File: src/rtl/shim_sts_pkg.sv
`default_nettype none
// +------------------------------------------------------------------+
// | shim_sts_pkg : shared types and constants for the SPI status shim |
// | Revision 1.0                                                      |
// +------------------------------------------------------------------+
package shim_sts_pkg;

    typedef enum logic {
        ST_IDLE = 1'b0,
        ST_ACK  = 1'b1
    } sts_state_t;

    localparam logic [31:0] STS_STICKY_MASK_DEFAULT = 32'h0000_FFFF;
    localparam logic [31:0] STS_TIMEOUT_DEFAULT     = 32'd10_000_000;
    localparam int          STS_COUNT_W             = 16;

    // Saturating increment: an all-ones count stays put.
    function automatic logic [STS_COUNT_W-1:0] sts_count_inc(input logic [STS_COUNT_W-1:0] v);
        return (&v) ? v : v + 1'b1;
    endfunction

endpackage
`default_nettype wire

File: src/rtl/sync_incoherent.sv
`default_nettype none
// +------------------------------------------------------------------+
// | sync_incoherent : per-bit 2-FF synchronizer, no inter-bit coherence|
// | Revision 1.0                                                      |
// +------------------------------------------------------------------+
module sync_incoherent #(
    parameter int WIDTH = 1
) (
    input  logic             clk,
    input  logic             resetn,
    input  logic [WIDTH-1:0] d,
    output logic [WIDTH-1:0] q
);

    logic [WIDTH-1:0] meta;

    always_ff @(posedge clk or negedge resetn) begin
        if (!resetn) begin
            meta <= '0;
            q    <= '0;
        end else begin
            meta <= d;
            q    <= meta;
        end
    end

endmodule
`default_nettype wire

File: src/rtl/shim_spi_sts_sync.sv
`default_nettype none
// +------------------------------------------------------------------+
// | shim_spi_sts_sync : toggle-handshake receiver for SPI status words |
// | Optional watchdog: SHIM_STS_WATCHDOG_EN.          Revision 1.0     |
// +------------------------------------------------------------------+
module shim_spi_sts_sync
    import shim_sts_pkg::*;
#(
    parameter int               WIDTH       = 32,
    parameter logic [WIDTH-1:0] STICKY_MASK = WIDTH'(STS_STICKY_MASK_DEFAULT),
    parameter logic [31:0]      TIMEOUT     = STS_TIMEOUT_DEFAULT
) (
    input  logic                   aclk,
    input  logic                   aresetn,
    input  logic                   sts_req,
    input  logic [WIDTH-1:0]       sts_data,
    output logic                   sts_ack,
    input  logic                   sts_clr,
    output logic [WIDTH-1:0]       sts_word,
    output logic [WIDTH-1:0]       sts_sticky,
    output logic                   sts_update,
    output logic [STS_COUNT_W-1:0] sts_count,
    output logic                   sts_stale
);

    sts_state_t             state;
    logic                   req_sync;
    logic                   req_last;
    logic                   change;
    logic                   capture;
    logic [WIDTH-1:0]       sticky_nxt;
    logic [STS_COUNT_W-1:0] word_count;
    logic [STS_COUNT_W-1:0] count_nxt;

    sync_incoherent #(
        .WIDTH (1)
    ) u_req_sync (
        .clk    (aclk),
        .resetn (aresetn),
        .d      (sts_req),
        .q      (req_sync)
    );

    // req_last counts consumed events, so an edge arriving during ACK stays pending.
    assign change  = req_sync ^ req_last;
    assign capture = (state == ST_IDLE) && change;

    // Clear takes effect first, then the capture lands on top of it.
    always_comb begin
        sticky_nxt = sts_clr ? '0 : sts_sticky;
        count_nxt  = sts_clr ? '0 : word_count;
        if (capture) begin
            sticky_nxt = sticky_nxt | (sts_data & STICKY_MASK);
            count_nxt  = sts_count_inc(count_nxt);
        end
    end

    always_ff @(posedge aclk or negedge aresetn) begin
        if (!aresetn) begin
            state      <= ST_IDLE;
            req_last   <= 1'b0;
            sts_ack    <= 1'b0;
            sts_word   <= '0;
            sts_update <= 1'b0;
        end else begin
            case (state)
                ST_IDLE: begin
                    sts_update <= change;
                    if (change) begin
                        sts_word <= sts_data;
                        state    <= ST_ACK;
                    end
                end
                ST_ACK: begin
                    sts_update <= 1'b0;
                    sts_ack    <= ~sts_ack;
                    req_last   <= ~req_last;
                    state      <= ST_IDLE;
                end
                default: state <= ST_IDLE;
            endcase
        end
    end

    always_ff @(posedge aclk or negedge aresetn) begin
        if (!aresetn) begin
            sts_sticky <= '0;
            word_count <= '0;
        end else begin
            sts_sticky <= sticky_nxt;
            word_count <= count_nxt;
        end
    end

    assign sts_count = word_count;

`ifdef SHIM_STS_WATCHDOG_EN
    logic [31:0] wd_cnt;
    logic        stale_r;

    always_ff @(posedge aclk or negedge aresetn) begin
        if (!aresetn) begin
            wd_cnt  <= '0;
            stale_r <= 1'b0;
        end else if (capture || sts_clr) begin
            wd_cnt  <= '0;
            stale_r <= 1'b0;
        end else begin
            if (~&wd_cnt) begin
                wd_cnt <= wd_cnt + 32'd1;
            end
            stale_r <= (wd_cnt >= TIMEOUT);
        end
    end

    assign sts_stale = stale_r;
`else
    logic unused_timeout;
    assign unused_timeout = ^TIMEOUT;
    assign sts_stale      = 1'b0;
`endif

endmodule
`default_nettype wire

File: config.mk
export PLATFORM = sky130hd
export DESIGN_NAME = shim_spi_sts_sync
export DESIGN_NICKNAME = d
export VERILOG_FILES = /design/src/rtl/shim_sts_pkg.sv /design/src/rtl/sync_incoherent.sv /design/src/rtl/shim_spi_sts_sync.sv
export SDC_FILE = /design/constraint.sdc
export NUM_CORES = 1
export LEC_CHECK = 0
export CORE_UTILIZATION = 62
export DETAILED_ROUTE_END_ITERATION = 16
export DONT_BUFFER_PORTS = 1
export GPL_ROUTABILITY_DRIVEN = 0
export HOLD_SLACK_MARGIN = 0.05
export PLACE_DENSITY = 0.74
export SLEW_MARGIN = 20
export SYNTH_ARGS = -nofsm -noshare
export SYNTH_HDL_FRONTEND = slang
export SYNTH_SLANG_ARGS = --single-unit
File: constraint.sdc
create_clock -name aclk -period 2 [get_ports aclk]
set_input_delay 0.1 -clock aclk [delete_from_list [all_inputs] [get_ports aclk]]
set_output_delay 0.1 -clock aclk [all_outputs]
set_load 0.05 [all_outputs]
* Yosys cells after proc, flatten, opt, wreduce, memory -nomap -nowiden
Index checks and enable logic that the tools add are counted.
Storage, ports and cells: output and inout port bits 83, logic and storage cells 26, input bits 36, register bits after elaboration 86
Cells by class: mux-type cells 8, $add $sub $neg 1, reductions and logical operators 3, bitwise operators 5
Operator list (count):
- two-way mux 32 bit | 2
- two-way mux 16 bit | 3
- OR 32 x 16 -> 32 bit | 1
- adder 16 x 1 -> 16 bit, second input constant | 1
- AND reduction 16 bit | 1
- case mux 1 bit (2 select lines) | 2
- NOT 1 bit | 3
- AND reduction 2 bit | 1
- logical AND 1 bit | 1
- two-way mux 1 bit | 1
- XOR 1 bit | 1

* Longest topological paths before layout
Gate-level depths: netlist of the first run.
depth after elaboration 4, depth in mapped cells 6, gate-level depth less buffers 5

* Cells and area by module
Synthesis of the first run repeated with hierarchy kept, for this count alone.
Second synthesis, totals: cell total of the unflattened synthesis 310, area total of the unflattened synthesis 3036.7 sq um
By module, submodules not included:
- shim_spi_sts_sync | instances 1, seq. area each 1676.6 sq um, cells each 308, area an instance 2986.6 sq um
- sync_incoherent | instances 1, seq. area each 50.0 sq um, cells each 2, area an instance 50.0 sq um

* Worst setup path before layout of the first run
OpenSTA, ideal clock, no wires.
path type flip-flop to flip-flop, start point register word_count[8], in the netlist sts_count[8], end point register word_count[1], in the netlist sts_count[1], path buffers 1, library setup time 0.125 ns, data required time 1.875 ns, period minus slack after synthesis 2.129 ns, arrival time 2.004 ns, slack -0.129 ns, stages on the path, launching flop included 6, cell sequence dfrtp_1 nand4b_4 or3_1 clkbuf_2 o21ai_0 mux2_2
Between the ends: cells in the longest elaborated chain, start to end 4
RTL lines:
- start: declaration | RTL line shim_spi_sts_sync.sv:32 | logic [STS_COUNT_W-1:0] word_count;
- start signal: assignment | RTL line shim_spi_sts_sync.sv:91 | word_count <= count_nxt;
- two-way mux 16 bit | RTL line shim_spi_sts_sync.sv:51 | count_nxt = sts_clr ? '0 : word_count;
- AND reduction 16 bit | RTL line shim_sts_pkg.sv:19 | return (&v) ? v : v + 1'b1;
- two-way mux 16 bit | RTL line shim_sts_pkg.sv:19
- two-way mux 16 bit | RTL line shim_spi_sts_sync.sv:52 | if (capture) begin
- named net count_nxt[1] | RTL line shim_spi_sts_sync.sv:33 | logic [STS_COUNT_W-1:0] count_nxt;
The timed path passes the listed nets, and every way through them passes these cells. A chain may end at the register's enable or synchronous reset.

* Final worst setup path of the first run
start point register req_last, end point register word_count[6], in the netlist sts_count[6]
Between the ends: cells in the longest elaborated chain, start to end 3
RTL lines:
- start: declaration | RTL line shim_spi_sts_sync.sv:28 | logic req_last;
- start signal: assignment | RTL line shim_spi_sts_sync.sv:77 | req_last <= ~req_last;
- XOR 1 bit | RTL line shim_spi_sts_sync.sv:45 | assign change = req_sync ^ req_last;
- logical AND 1 bit | RTL line shim_spi_sts_sync.sv:46 | assign capture = (state == ST_IDLE) && change;
- two-way mux 16 bit | RTL line shim_spi_sts_sync.sv:52
- named net count_nxt[6] | RTL line shim_spi_sts_sync.sv:33
The timed path passes the listed nets, and every way through them passes these cells.

==> metrics.cfg, run 1 <==
[critical_path]
criticalPathCategory=reg -> reg
r2r-end=sts_count[6]$_DFF_PN0_
setup.worst_path.start_class=register
critical_path.endpoint_type=register
r2r_setup_slack_ns=0.09
regToRegStartpoint=req_last$_DFFE_PN0P_
crit_fanout=3
reg2reg_depth=5
arrival_ns=2.19
crit_required_ns=2.28

[floorplanning]
fp.dieW_um=71.03
core_area_um2=4474
die_y_um=71.03
initial_core_util_pct=66.02
core.rowCount=24
boundaryPins=119
dieArea_um2=5045

[min_path]
worst_hold_path.num_cells=2
hp-class=in -> reg
hold_start=sts_clr
min_to=sts_count[1]$_DFF_PN0_

[power_and_ir_drop]
internal-power_mw=3.265
pwr-share-seq_pct=58.5
p_sw_mw=3.641
pwr-share-comb_pct=21.0
vdd_ir_drop_max_uv=1285
power_density_nw_per_um2=1812
swShare_pct=52.72
power_leakage_nw=1.916
clkPwrFrac_pct=20.5

[layout]
multi_input_area_um2=1050
drive_above_1_share_pct=14.40
area_growth_pct=29.01
final_nets=407
nFillCells=242
diodes=0
register_area_um2=1738

[global_route]
grt.overflow.total=0
grt_pass1_wl_mm=11.83
antenna_found_initial=0
grtUsageTotal_pct=31.92
first_global_vias=2392
grt_max_degree=70

[logic_synthesis]
synth_top_cell_by_area=dfrtp_1
netlist.area_leader.share_pct=58.45
avgSynthCellArea_um2=9.686
synth_area_um2=2954
synthTopCellsByArea=dfrtp_1 (58%), nand2_1 (12%), buf_4 (4.3%)
synth_cell_type_count=41
seq_area_frac_synth_pct=58.45
synth_seq_cells=69
syn_inst=305
synth_warnings=0

[clock_network]
clock_sinks=69
clk_latency_ns=0.35
tritoncts=built
cts_max_path_buffers=2
clock-root-buffer=clkbuf_8
clkSlewWorstSetupHoldPaths_ns=0.07
htreeDepth=3
postCtsSetupRepairBufs=0
cts_buffers=9

[sta]
fmax_mhz=522.9
finClkSkew_ns=0.005099
period_minus_slack_ns=1.912
relSlewSlack_pct=46.19
setup_ws_ns=0.08776
finalSetupViolations=0
setup_tns_ns=0
drv_slew=0
whs_ns=0.05093
fin_crit_sh_pct=95.61
hold_viol=0
tightest_slew_ns=0.8045

[route]
via_per_inst=5.536
dr.pass1.iters=12
vias=2364
drc_errors=8
antenna_violating_nets_post_route=0
post_drt_wl_per_cell_um=17.09
drt_iter0_markers=224
wl_mm=7.298

[outcome]
outcome=finished with violations
violations=design-rule violations

[placed_design]
numPortBuffers=0
dp_hpwl_mm=3.839
pre_cts_ws_ns=0.1618

[run]
cap_violations=0

-- power by group through the flow --
stage | Sequential, mW | Combinational, mW | Clock [mW]
final | 4.04 | 1.45 | 1.42
after global routing | 4.10 | 1.64 | 1.50
after CTS | 4.02 | 1.36 | 1.42
after detailed placement | 4.03 | 1.26 | 0
after global placement | 4.03 | 1.22 | 0
after floorplan | 4.06 | 0.912 | 0
-- final cells by class --
type | count | area share, %
clock inverter | 5 | 2.791
inverter | 20 | 1.970
clock buffer | 11 | 3.972
timing repair buffer | 66 | 16.41
multi-input combinational | 204 | 27.54
sequential | 69 | 45.60
tap | 52 | 1.707
-- flip-flops by register name, indices dropped and copies added (netlist names) --
signal and count:
sts_word 32, sts_count 16, sts_sticky 16, req_last 1, state 1, sts_ack 1, u_req_sync.meta 1, u_req_sync.q 1
-- metrics by stage --
stage / util, % / cells / total power [mW] / cell area, um^2
2_1_floorplan: - / 321 / 4.968 / 3025
5_1_grt: 85.18 / 427 / 7.231 / 3811
3_3_place_gp: 68.60 / 366 / 5.246 / 3069
3_5_place_dp: 68.60 / 366 / 5.298 / 3069
4_1_cts: 84.82 / 427 / 6.804 / 3795
6_report: 85.18 / 427 / 6.905 / 3811
-- critical path, cell delays in order (launching register included) --
cell and delay, ns:
dfrtp_1 0.42, xor2_1 0.29, and3_2 0.29, a31oi_1 0.09, nor3_1 0.18, dlygate4sd3_1 0.58
-- kinds of logic (layout without fill, tap and decap cells) --
group	count (synthesis)	after routing	share of synthesized area [%]
buffers and inverters	48	102	8.598
adder cells (fa/ha/maj)	1	1	0.4235
flip-flops	69	69	58.45
other	1	17	0.1269
AND/OR/NAND/NOR	141	141	21.81
AO/OA/AOI/OAI	30	30	5.930
multiplexers	3	3	1.101
XOR/XNOR	12	12	3.558
-- layer usage --
metal / GRT usage [%] / wire length (um) / up-vias
li1: - / - / 1079
met1: 38.41 / 2784 / 1143
met2: 52.67 / 3727 / 128
met3: 12.54 / 662 / 14
met4: 11.33 / 124 / 0
met5: 0 / 0 / -
-- Yosys cell counts --
library cell,n
buf_1,1
nor3_1,5
nand2_1,98
conb_1,1
and4b_1,1
clkinv_1,1
xnor2_1,9
o2111ai_1,1
or4_1,1
mux2i_1,1
nor4_1,3
a21oi_1,2
xor2_1,3
nor2b_1,5
a31oi_1,3
a211oi_1,1
clkbuf_2,1
o31ai_1,2
nand4b_4,1
buf_2,1
nand3b_1,2
nand2b_1,3
buf_6,1
buf_4,17
clkbuf_1,7
nor2_1,4
and3_1,5
a311oi_1,1
mux2_2,2
inv_1,19
nand3_1,5
dfrtp_1,69
or3_1,1
a41oi_1,1
and2b_1,2
o211ai_1,1
ha_1,1
nand4_1,3
nand4b_1,1
o21ai_0,18
and2_1,1
-- cell usage in the layout, fill, tap and decap left out, drive strengths merged, types with 4 or more instances in the layout --
master	synthesis	layout
nand2	98	98
dfrtp	69	69
dlygate4sd3	0	44
buf	20	22
inv	19	19
o21ai	18	18
conb	1	17
clkbuf	8	11
xnor2	9	9
nor3	5	5
nand3	5	5
and3	5	5
nor2b	5	5
nor2	4	4
-- worst max-delay path by stage --
stage,start,to,cells after the start
finish,req_last$_DFFE_PN0P_,sts_count[6]$_DFF_PN0_,5
global route,sts_count[0]$_DFF_PN0_,sts_count[6]$_DFF_PN0_,6
CTS,sts_count[1]$_DFF_PN0_,sts_count[6]$_DFF_PN0_,6
detailed placement,sts_count[1]$_DFF_PN0_,sts_count[8]$_DFF_PN0_,5
global placement,sts_count[7]$_DFF_PN0_,sts_count[1]$_DFF_PN0_,4
floorplan,sts_count[5]$_DFF_PN0_,sts_count[1]$_DFF_PN0_,5
-- repair_timing --
item,4_1_cts,5_1_grt
gates resized for setup,0,5
setup endpoints to repair,0,2
hold endpoints to repair,132,0
hold buffers,45,0
No activity file was read; power rests on OpenSTA's default activity.
==> run 2: changes to the inputs <==
ABC_AREA = 1   (was not set)
CORE_UTILIZATION = 63   (was 62)
PLACE_DENSITY = 0.75   (was 0.74)
==> run 2 against run 1 <==
Compared with the run above:
- the flow now finishes without violations
- first-iteration DRC count down 11%
- sequential power down 3%
- worst hold slack better by 0.022 ns
- non-clock buffer count down 7
- synthesized area up 10%
- clock power down 25%
==> metrics.cfg, run 2 <==
[outcome]
outcome=completed

[placed_design]
dp_cells=461
pre_cts_ws_ns=0.3656
dp_hpwl_mm=4.429
numPortBuffers=0
placed_area_um2=3356

[layout]
top_register=sts_word
area_growth_pct=20.40
multi_input_area_um2=1287
final_common_cell=nand2_1
final_area_um2=3914
nFillCells=298
drive_above_1_share_pct=15.09
layoutNonFillerInstCount=511
final_cell_mix=nand2_1 (177), dfrtp_1 (68), dlygate4sd3_1 (35), buf_4 (23)
final_nets=478
diodes=0
register_area_um2=1728
final_util_pct=80.72
largest_register_ffs=32

[clock_network]
clk_latency_ns=0.33
clock-root-buffer=clkbuf_8
cts_buffers=9
clock_sinks=69
htreeDepth=3
clkSlewWorstSetupHoldPaths_ns=0.07
cts_max_path_buffers=2
postCtsSetupRepairBufs=0
tritoncts=built

[logic_synthesis]
netlist.area_leader.share_pct=53.12
avgSynthCellArea_um2=8.443
synth_top_cell_by_area=dfrtp_1
synth_flop_cell=dfrtp_1
yosysMostFrequentCell=nand2_1
synth_warnings=0
synth_top_cells_by_count=nand2_1 (177), dfrtp_1 (69), buf_4 (17), inv_1 (17), nor2_1 (17)
seq_area_frac_synth_pct=53.12
syn_inst=385
synth_cell_type_count=28
synthTopCellsByArea=dfrtp_1 (53%), nand2_1 (20%), buf_4 (3.9%)
ys_async_sr_fraction_pct=100.0
synth_area_um2=3251
synth_seq_cells=69
synth_edf_count=0

[route]
wl_mm=7.473
drt_iter0_markers=200
dr.pass1.iters=4
antenna_violating_nets_post_route=0
post_drt_wl_per_cell_um=14.62
drc_errors=0
vias=2660
via_per_inst=5.205

[critical_path]
crit_fanout=5
reg2reg_depth=12
setup.worst_path.start_class=register
criticalPathCategory=reg -> reg
critical_path.endpoint_type=register
arrival_ns=1.89
crit_required_ns=2.23

[sta]
setup_tns_ns=0
finClkSkew_ns=0.003869
relSlewSlack_pct=65.61
whs_ns=0.07342
rsz0062_at_grt=no
fin_crit_sh_pct=83.03
setup_ws_ns=0.3393
finalSetupViolations=0
fmax_mhz=602.2
period_minus_slack_ns=1.661
tightest_slew_ns=0.5158
hold_viol=0
drv_slew=0

[global_route]
use_met1_pct=37.65
grtUsageTotal_pct=30.05
grt.overflow.total=0
grt_use_met3_pct=9.191
grtUsageMet2_pct=49.64
first_global_vias=2563
grt_max_degree=70
grt_pass1_wl_mm=12.00
antenna_found_initial=0
top_usage_layer=met2

[power_and_ir_drop]
vdd_ir_drop_max_uv=1462
power_density_nw_per_um2=1629
power_leakage_nw=2.061
total_power_mw=6.375

[floorplanning]
boundaryPins=119
core.rowCount=25
dieArea_um2=5451
die_y_um=73.83
core_area_um2=4848
initial_core_util_pct=67.05
fp.dieW_um=73.83

[min_path]
worst_hold_path.num_cells=4
hp-class=in -> reg

[run]
cap_violations=0

## run 2: changes by cell type after synthesis, moves of 8 or more
| cell | previous run | this run |
|---|---|---|
| nand2_2 | 0 | 9 |
| nor2_1 | 4 | 17 |
| o21ai_0 | 18 | 4 |
| nand2_1 | 98 | 177 |
| nand3_1 | 5 | 15 |
| o21ai_1 | 0 | 8 |
## run 2: path summary, 6_finish.rpt
kind | startpoint | end | slack (ns)
worst max-delay path | sts_count[0]$_DFF_PN0_ | sts_count[10]$_DFF_PN0_ | 0.34
worst min-delay path | sts_clr | sts_count[0]$_DFF_PN0_ | 0.07
worst max register to register | sts_count[0]$_DFF_PN0_ | sts_count[10]$_DFF_PN0_ | 0.34
worst min register to register | u_req_sync.meta$_DFF_PN0_ | u_req_sync.q$_DFF_PN0_ | 0.37
max in group asynchronous | aresetn | sts_count[5]$_DFF_PN0_ | 1.42
min in group asynchronous | aresetn | sts_count[2]$_DFF_PN0_ | 0.31
## run 2: timing repair
| item | in CTS | in global routing |
|---|---|---|
| gates resized for setup | 0 | 0 |
| setup endpoints to repair | 0 | 0 |
| hold buffers | 36 | 0 |
| hold endpoints to repair | 123 | 0 |
## run 2: cell families after synthesis
kind of cell	synth area share [%]
xor+xnor	2.425
simple gates	32.99
flops	53.12
compound gates	1.848
other cells	0.1154
fa+ha+maj	0.3848
buf+inv	9.122
## run 2: worst max-delay path: stages, from the launching register on
cell and delay, ns:
dfrtp_2 0.36, inv_1 0.04, nor2_1 0.12, ha_1 0.20, nand2_1 0.09, nor2_4 0.16, nand2_2 0.11, nor2_4 0.15
nand3b_4 0.10, nand2_1 0.07, nand2_1 0.05, nand2_1 0.06, inv_1 0.04
## run 2: power by group
part	switching [mW]	total (mW)	leakage, nW	internal (mW)
Clock	0.478	1.07	0.0923	0.596
Sequential	2.05	3.93	0.874	1.88
Combinational	0.945	1.37	1.09	0.424
## run 2: layer usage
layer / up-vias / part of all wire [%] / routed length (um)
met3: 14 / 7.1 / 528
li1: 1260 / - / -
met4: 0 / 1.7 / 127
met2: 117 / 50 / 3737
met5: - / 0 / 0
met1: 1269 / 41 / 3079
## run 2: final cells by class
class,count,area share [%]
clock inverters,2,0.8951
multi-input cells,281,32.90
clock buffers,12,3.708
inverters,21,2.142
repair buffers,59,14.07
well taps,67,2.142
flip-flops and latches,69,44.15
